===== config.mk =====
export PLATFORM = sky130hd
export DESIGN_NAME = mac_result_drain
export DESIGN_NICKNAME = d
export VERILOG_FILES = /design/src/rtl/mac_pkg.sv /design/src/rtl/requant_lane.sv /design/src/rtl/mac_result_drain.sv
export SDC_FILE = /design/constraint.sdc
export NUM_CORES = 1
export LEC_CHECK = 0
export ABC_AREA = 1
export CAP_MARGIN = 20
export CORE_MARGIN = 2
export CORE_UTILIZATION = 29
export CTS_CLUSTER_SIZE = 25
export DETAILED_ROUTE_END_ITERATION = 6
export PLACE_DENSITY = 0.44
export SLEW_MARGIN = 25
export SYNTH_ARGS = -nofsm -noshare
export SYNTH_HDL_FRONTEND = slang
export SYNTH_SLANG_ARGS = --single-unit

===== constraint.sdc =====
create_clock -name clk -period 12.77 [get_ports clk]
set_input_delay 1.277 -clock clk [delete_from_list [all_inputs] [get_ports clk]]
set_output_delay 1.277 -clock clk [all_outputs]
set_load 0.01 [all_outputs]

===== src/rtl/mac_pkg.sv =====
// mac_pkg: shared precision encodings, widths and drain FSM states for the MAC result path
package mac_pkg;
    localparam int ACC_W = 56;
    localparam int ACT_W = 8;
    localparam logic [1:0] PREC_FULL = 2'b00;
    localparam logic [1:0] PREC_W4   = 2'b01;
    localparam logic [1:0] PREC_W2   = 2'b10;
    localparam logic [1:0] PREC_RSVD = 2'b11;
    typedef enum logic {IDLE, EMIT} state_e;
    function automatic logic [2:0] lanes_of(input logic [1:0] prec);
        return prec == PREC_W2 ? 3'd4 : prec == PREC_W4 ? 3'd2 : 3'd1;
    endfunction
endpackage


===== src/rtl/requant_lane.sv =====
// requant_lane: round-half-up, arithmetic right shift and saturation of one signed accumulator lane
module requant_lane #(
    parameter int LANE_W  = 14,
    parameter int ACT_W   = 8,
    parameter int SHIFT_W = 6
) (
    input  logic [LANE_W-1:0]  lane_i,
    input  logic [SHIFT_W-1:0] shift_i,
    output logic [ACT_W-1:0]   act_o,
    output logic               clip_o
);
    localparam logic signed [LANE_W:0] MAXV = (LANE_W+1)'(2**(ACT_W-1) - 1);
    localparam logic signed [LANE_W:0] MINV = ~MAXV;
    localparam logic [LANE_W:0] ONE = 1;
    logic [SHIFT_W-1:0] s;
    logic signed [LANE_W:0] rnd, shd;
    logic hi, lo;
    // one extra bit keeps the rounding bias from overflowing the lane
    always_comb begin
        s = (32'(shift_i) > LANE_W - 1) ? SHIFT_W'(LANE_W - 1) : shift_i;
        rnd = $signed({lane_i[LANE_W-1], lane_i}) + $signed((ONE << s) >> 1);
        shd = rnd >>> s;
        hi = shd > MAXV;
        lo = shd < MINV;
        clip_o = hi || lo;
        act_o = hi ? ACT_W'(MAXV) : lo ? ACT_W'(MINV) : shd[ACT_W-1:0];
    end
endmodule


===== src/rtl/mac_result_drain.sv =====
// mac_result_drain: accepts packed accumulator words, requantizes 1/2/4 lanes and streams them one per beat
module mac_result_drain #(
    parameter int ACC_W    = 56,
    parameter int ACT_W    = 8,
    parameter int SHIFT_W  = 6,
    parameter int SATCNT_W = 16
) (
    input  logic                clk,
    input  logic                rstn,
    input  logic                en,
    input  logic [1:0]          prec_level,
    input  logic [SHIFT_W-1:0]  shift,
    input  logic                acc_valid,
    output logic                acc_ready,
    input  logic [ACC_W-1:0]    acc_result,
    output logic                out_valid,
    input  logic                out_ready,
    output logic [ACT_W-1:0]    out_act,
    output logic                out_last,
    output logic                err_rsvd,
    output logic [SATCNT_W-1:0] sat_count,
    input  logic                sat_clr
);
    import mac_pkg::*;
    localparam int L2 = ACC_W / 2;
    localparam int L4 = ACC_W / 4;
    state_e state_q;
    logic [ACC_W-1:0] acc_q;
    logic [1:0] prec_q, k_q;
    logic [SHIFT_W-1:0] shift_q;
    logic out_valid_q, out_last_q, clip_q, err_q;
    logic [ACT_W-1:0] act_q;
    logic [SATCNT_W-1:0] sat_q;
    logic capture, beat;
    logic [ACC_W-1:0] src_acc;
    logic [1:0] src_prec, src_idx;
    logic [SHIFT_W-1:0] src_shift;
    logic [1:0][L2-1:0] w4;
    logic [3:0][L4-1:0] w2;
    logic [ACT_W-1:0] a1, a2, a4, act_d;
    logic c1, c2, c4, clip_d;

    assign acc_ready = en && state_q == IDLE;
    assign capture   = acc_valid && acc_ready;
    assign beat      = out_valid_q && out_ready && en;
    // lane 0 comes straight from the input word at capture, later lanes from the latched word
    assign src_acc   = capture ? acc_result : acc_q;
    assign src_prec  = capture ? prec_level : prec_q;
    assign src_shift = capture ? shift : shift_q;
    assign src_idx   = capture ? 2'd0 : k_q + 2'd1;
    assign w4 = src_acc;
    assign w2 = src_acc;

    requant_lane #(.LANE_W(ACC_W), .ACT_W(ACT_W), .SHIFT_W(SHIFT_W)) u_full (
        .lane_i(src_acc), .shift_i(src_shift), .act_o(a1), .clip_o(c1));
    requant_lane #(.LANE_W(L2), .ACT_W(ACT_W), .SHIFT_W(SHIFT_W)) u_w4 (
        .lane_i(w4[src_idx[0]]), .shift_i(src_shift), .act_o(a2), .clip_o(c2));
    requant_lane #(.LANE_W(L4), .ACT_W(ACT_W), .SHIFT_W(SHIFT_W)) u_w2 (
        .lane_i(w2[src_idx]), .shift_i(src_shift), .act_o(a4), .clip_o(c4));

    assign act_d  = src_prec == PREC_FULL ? a1 : src_prec == PREC_W4 ? a2 : a4;
    assign clip_d = src_prec == PREC_FULL ? c1 : src_prec == PREC_W4 ? c2 : c4;

    always_ff @(posedge clk or negedge rstn) begin
        if (!rstn) begin
            state_q     <= IDLE;
            acc_q       <= '0;
            prec_q      <= '0;
            shift_q     <= '0;
            k_q         <= '0;
            out_valid_q <= 1'b0;
            out_last_q  <= 1'b0;
            act_q       <= '0;
            clip_q      <= 1'b0;
            err_q       <= 1'b0;
            sat_q       <= '0;
        end else if (en) begin
            err_q <= !sat_clr && (err_q || (capture && prec_level == PREC_RSVD));
            if (sat_clr) sat_q <= '0;
            else if (beat && clip_q && !(&sat_q)) sat_q <= sat_q + 1'b1;
            if (capture && prec_level != PREC_RSVD) begin
                state_q     <= EMIT;
                acc_q       <= acc_result;
                prec_q      <= prec_level;
                shift_q     <= shift;
                k_q         <= '0;
                out_valid_q <= 1'b1;
                act_q       <= act_d;
                clip_q      <= clip_d;
                out_last_q  <= lanes_of(prec_level) == 3'd1;
            end else if (beat && out_last_q) begin
                state_q     <= IDLE;
                out_valid_q <= 1'b0;
                out_last_q  <= 1'b0;
            end else if (beat) begin
                k_q        <= src_idx;
                act_q      <= act_d;
                clip_q     <= clip_d;
                out_last_q <= {1'b0, src_idx} + 3'd1 == lanes_of(prec_q);
            end
        end
    end

    assign out_valid = out_valid_q;
    assign out_act   = act_q;
    assign out_last  = out_last_q;
    assign err_rsvd  = err_q;
    assign sat_count = sat_q;
endmodule


**After elaboration in Yosys (flattened, before gate mapping)**

Index checks and enable logic that the tools add are counted.

- Add/sub/neg operators: 6
- Bitwise operators: 1
- Equal/unequal tests: 10
- Order comparisons: 11
- Mux-type cells: 41
- Reductions and logical operators: 27
- Shifts and indexed selects: 6

Operators by type and width:

| cell | count |
|---|---|
| $mux W8 | 11 |
| $add A56 B57 Y57 | 1 |
| $gt A57 B8 Y1 const B | 1 |
| $lt A57 B8 Y1 const B | 1 |
| $shl A1 B6 Y57 const A | 1 |
| $sshr A57 B6 Y57 | 1 |
| $mux W28 | 2 |
| $mux W56 | 1 |
| $mux W16 | 2 |
| $add A28 B29 Y29 | 1 |
| $gt A29 B8 Y1 const B | 1 |
| $lt A29 B8 Y1 const B | 1 |
| $shl A1 B6 Y29 const A | 1 |
| $sshr A29 B6 Y29 | 1 |
| $bmux W14 S2 | 1 |
| $mux W6 | 4 |
| $add A16 B1 Y16 const B | 1 |
| $reduce_and A16 Y1 | 1 |
| $add A14 B15 Y15 | 1 |
| $gt A15 B8 Y1 const B | 1 |
| $lt A15 B8 Y1 const B | 1 |
| $shl A1 B6 Y15 const A | 1 |
| $sshr A15 B6 Y15 | 1 |
| $mux W14 | 1 |
| other kinds (24) | 63 |

- Bits in registers: 94
- Logic and storage cells: 112

**Longest topological paths before layout**

- Depth in word-level cells: 17
- Mapped depth: 49
- Gate-level depth less buffers: 47

**Cells and area by module**

From an unflattened synthesis, not the netlist that was laid out.

- Cell total of the unflattened synthesis: 4620
- Area, all modules: 23476.3 um^2

By module, submodules not included:

| module | cells each | times used | sequential area each (um^2) | area each (um^2) |
|---|---|---|---|---|
| requant_lane (u_full) | 2414 | 1 | 0.0 | 11290.8 |
| mac_result_drain | 869 | 1 | 2352.3 | 5906.9 |
| requant_lane (u_w4) | 990 | 1 | 0.0 | 4508.1 |
| requant_lane (u_w2) | 347 | 1 | 0.0 | 1770.4 |

**Worst setup path after synthesis**

OpenSTA, ideal clock, no wires.

- Kind: input-to-reg
- From: input en
- To: register act_q[2], in the netlist out_act[2]
- Data arrival time: 5989 ps
- Slack: 6664 ps
- Stages: 43
- Path buffers: 4
- Cells stage by stage: inv_2 nor2_4 nand2_2 buf_6 o21ai_4 inv_2 nor2_1 inv_2 nor2_1 inv_1 clkbuf_1 clkbuf_1 nor3_1 ha_1 inv_1 fa_1 inv_1 nand2_1 [7 not listed] nand2_1 nand2_1 inv_2 nand2_1 clkbuf_1 nand2_1 nand2_1 nand2_1 nor2_1 nand2_1 nor2_1 nand2_1 nor2_1 nand2_1 nand3_2 nand3_1 nand2_1 nand2_1

- Word-level cells in the longest chain between the ends: 16
- Elaborated cells on any way between the ends: 50
- Those cells by class: add/sub (3); order compare (9); eq/ne (2); shift (6); mux (22); reduce/logical (8)

RTL lines:

| element | RTL line | RTL |
|---|---|---|
| from (decl) | mac_result_drain.sv:10 | `input logic en,` |
| $logic_and A1 B1 Y1 (*) | mac_result_drain.sv:43 | `assign acc_ready = en && state_q == IDLE;` |
| named net acc_ready | mac_result_drain.sv:14 | `output logic acc_ready,` |
| $logic_and A1 B1 Y1 (*) | mac_result_drain.sv:44 | `assign capture = acc_valid && acc_ready;` |
| branches (longest 14 deep; another with $add A56 B57 Y57) | n/a |  |
| to (signal assigned) | mac_result_drain.sv:88 | `act_q <= act_d;` |
| to (signal assigned) | mac_result_drain.sv:97 | `act_q <= act_d;` |
| to (decl) | mac_result_drain.sv:32 | `logic [ACT_W-1:0] act_q;` |

Mark *: on every way through the listed nets, which the timed path passes. The select of a mux whose other input is x is not followed.
A chain may end at the register's enable or synchronous reset.

**Worst setup path in the final report**

- From: input en
- To: register act_q[5], in the netlist out_act[5]

- Word-level cells in the longest chain between the ends: 16
- Elaborated cells on any way between the ends: 50
- Those cells by class: add/sub (3); order compare (9); eq/ne (2); shift (6); mux (22); reduce/logical (8)

RTL lines:

| element |
|---|
| branches (longest 16 deep; another with $add A56 B57 Y57) |

Several ways; the timed one is not identified. The select of a mux whose other input is x is not followed.

==> reports/results.tsv <==
stage	metric	value	unit
clock_tree	cts_tree	yes	
clock_tree	clk_latency	0.41	ns
worst_setup_path	crit_top_cell	nand2_1	
final_layout	fill_cells	8544	
hold_path	hold_path_end	shift_q[1]	
hold_path	hold_path.class	reg2reg	
route	drc	0	
yosys	ys_async_sr_fraction	100	%
timing	tightestPinTransition	1.17	ns
worst_setup_path	crit_slowest_cell	o21ai_4	
yosys	synth_largest_area_cell	nand2_1	
yosys	synth_top_area_share	25.1	%
placed_design	io_buffers	97	
worst_setup_path	crit_family	simple AND/OR/NAND/NOR gates	
hold_path	hp-start	shift_q[1]	
floorplan	num_rows	98	
run	cap_violations	0	
floorplan	initial_utilization	29.3	%
route	wire_per_inst	20.2	um
timing	fmax	105	MHz
global_route	grt_pass1_wl	154000	um
final_layout	final_nets	4293	
final_layout	layout_commonest_cell	nand2_1	
clock_tree	cts_resized	0	
timing	setup_tns	0	ns
placed_design	placed_cell_area	22700	um^2
final_layout	layout-drive-gt1-share	3.25	%
route	ant_nets	0	
timing	fin_crit	9.57	ns
clock_tree	clock-sinks	94	
worst_setup_path	crit_type	in2reg	
route	wl	103000	um
floorplan	die_w	273	um
yosys	synth-seq-cells	94	
yosys	synthCells	4125	
floorplan	die_h	273	um
worst_setup_path	startpoint_type	input pin	
clock_tree	cts_root_buffer	clkbuf_16	
worst_setup_path	crit_path_end_kind	flip-flop	
floorplan	pin_count	98	
final_layout	regArea	2350	um^2
global_route	grt_antenna_before_repair	3	
timing	fin_skew	0.0354	ns
clock_tree	clk_pin_slew	0.07	ns
timing	maxSlewHeadroom	21.5	%
clock_tree	cts_setup_buffers	0	
yosys	ys.flop_type	dfrtp_1	
timing	drv_slew	0	
final_layout	multi_input_area	15700	um^2
worst_setup_path	timing.rr.end	out_act[5]	
yosys	yosys_warnings	0	
outcome	run_status	completed	
worst_setup_path	rrSetupSlack	4.18	ns
route	vias_per_cell	5.21	
worst_setup_path	timing.rr.start	out_valid	
global_route	grt-ovfl-total	0	
timing	rsz0062_at_grt	no	
worst_setup_path	critical_path_buf_inv_count	10	
route	firstDrtPassIters	7	
worst_setup_path	slowest_delay	0.56	ns
floorplan	core	71600	um^2
clock_tree	clockBufferDepth	2	
worst_setup_path	critPathRequiredTime	13.07	ns
worst_setup_path	r2r_cells	41	
yosys	synth_edf_count	0	
yosys	syn_area_per_cell	5.09	um^2
worst_setup_path	crit_path_max_fanout	43	
placed_design	gp_congestion	0.967	
floorplan	dieArea	74500	um^2
clock_tree	numCtsBuffers	9	
yosys	synth_area_leaders	nand2_1 (25%), nand3_1 (18%), dfrtp_1 (11%)	
clock_tree	cts-htree-levels	3	
worst_setup_path	critPathArrivalTime	9.87	ns
placed_design	dp_hpwl	85200	um
final_layout	most-common-layout-cells	nand2_1 (1402), nand3_1 (749), inv_1 (568), nor2_1 (365), o21ai_0 (238)	
yosys	yosysSeqAreaShare	11.2	%
final_layout	area_growth	9.75	%
clock_tree	holdBufCountCts	0	
yosys	netlist_area	21000	um^2
hold_path	hold_path_depth	2	
timing	fin_crit_sh	74.9	%
route	vias	26400	
route	drt_iter0_drc	2815	
timing	hold_violations	0	
timing	finalSetupViolations	0	
global_route	grt_pass1_vias	24900	
final_layout	finalInstanceArea	23000	um^2
global_route	grt_max_degree	101	
global_route	grt_use_total	27.1	%
yosys	synth_cell_types	57	
[synth_stat cells, drive strengths merged (20+ instances only)]
library cell  number
buf               72
xnor2             20
o211ai            28
o21ai            280
a21oi            117
xor2              30
clkbuf            76
inv              593
or2               26
ha               103
nor3              40
nand2           1414
dfrtp             94
nand4             27
nand3            753
nor2             376
[through the flow]
stage | std cells | hold WS (ns) | utilization [%] | setup WS (ns)
finish | 5074 | 0.476 | 32.2 | 3.20
global route | 5072 | 0.507 | 32.1 | 2.42
floorplan | 4127 | 0.434 | - | 6.66
detailed placement | 5056 | 0.457 | 31.7 | 2.92
CTS | 5072 | 0.472 | 32.1 | 3.32
global placement | 5056 | 0.457 | 31.7 | 2.87
[worst max-delay path by stage]
stage                     start          to  slack [ns]  cells after the start
after floorplan              en  out_act[2]        6.66                     43
after global placement       en  out_act[5]        2.87                     43
after detailed placement     en  out_act[5]        2.92                     42
after CTS                    en  out_act[5]        3.32                     42
after global routing         en  out_act[3]        2.42                     42
final                        en  out_act[5]        3.20                     43
[sequential cells by signal, indices dropped and copies added (netlist names)]
name,count
clip_q,1
shift_q,6
err_rsvd,1
k_q,2
out_valid,1
out_last,1
prec_q,2
sat_count,16
out_act,8
acc_q,56
[metal layers]
layer	part of all wire, %	routed length [um]	vias to the layer above	track usage [%]
met2	46	47300	930	45.8
met5	0	0	-	0
met4	3.1	3180	0	7.91
met3	6.3	6490	137	3.28
li1	-	-	13200	-
met1	44	45600	12200	36.1
[worst reg2reg max path: cells and delay by family, from the launching register on]
family | cells | cell delay [ns]
simple gates | 29 | 4.53
flops | 1 | 0.44
fa+ha+maj | 2 | 0.69
compound gates | 2 | 0.72
buf+inv | 8 | 2.16
[layout make-up]
type / count / area share (%)
inverters: 598 / 9.77
repair buffers: 127 / 5.18
well taps: 950 / 5.16
flip-flops and latches: 94 / 10.2
clock inverters: 7 / 0.337
multi-input cells: 3287 / 68.3
diodes: 2 / 0.0217
clock buffers: 9 / 0.978
[cells by family (layout without fill, tap and decap cells)]
family,count (synthesis),after routing,share of synthesized area [%]
buf+inv,746,741,14.0
xor+xnor,50,50,2.12
other cells,1,5,0.0179
flops,94,94,11.2
simple gates,2654,2654,53.7
compound gates,463,463,12.0
mux,11,11,0.525
fa+ha+maj,106,106,6.43
Power is not shown: default switching activity piles up to over one toggle a cycle in this logic, so the estimate is an artifact.
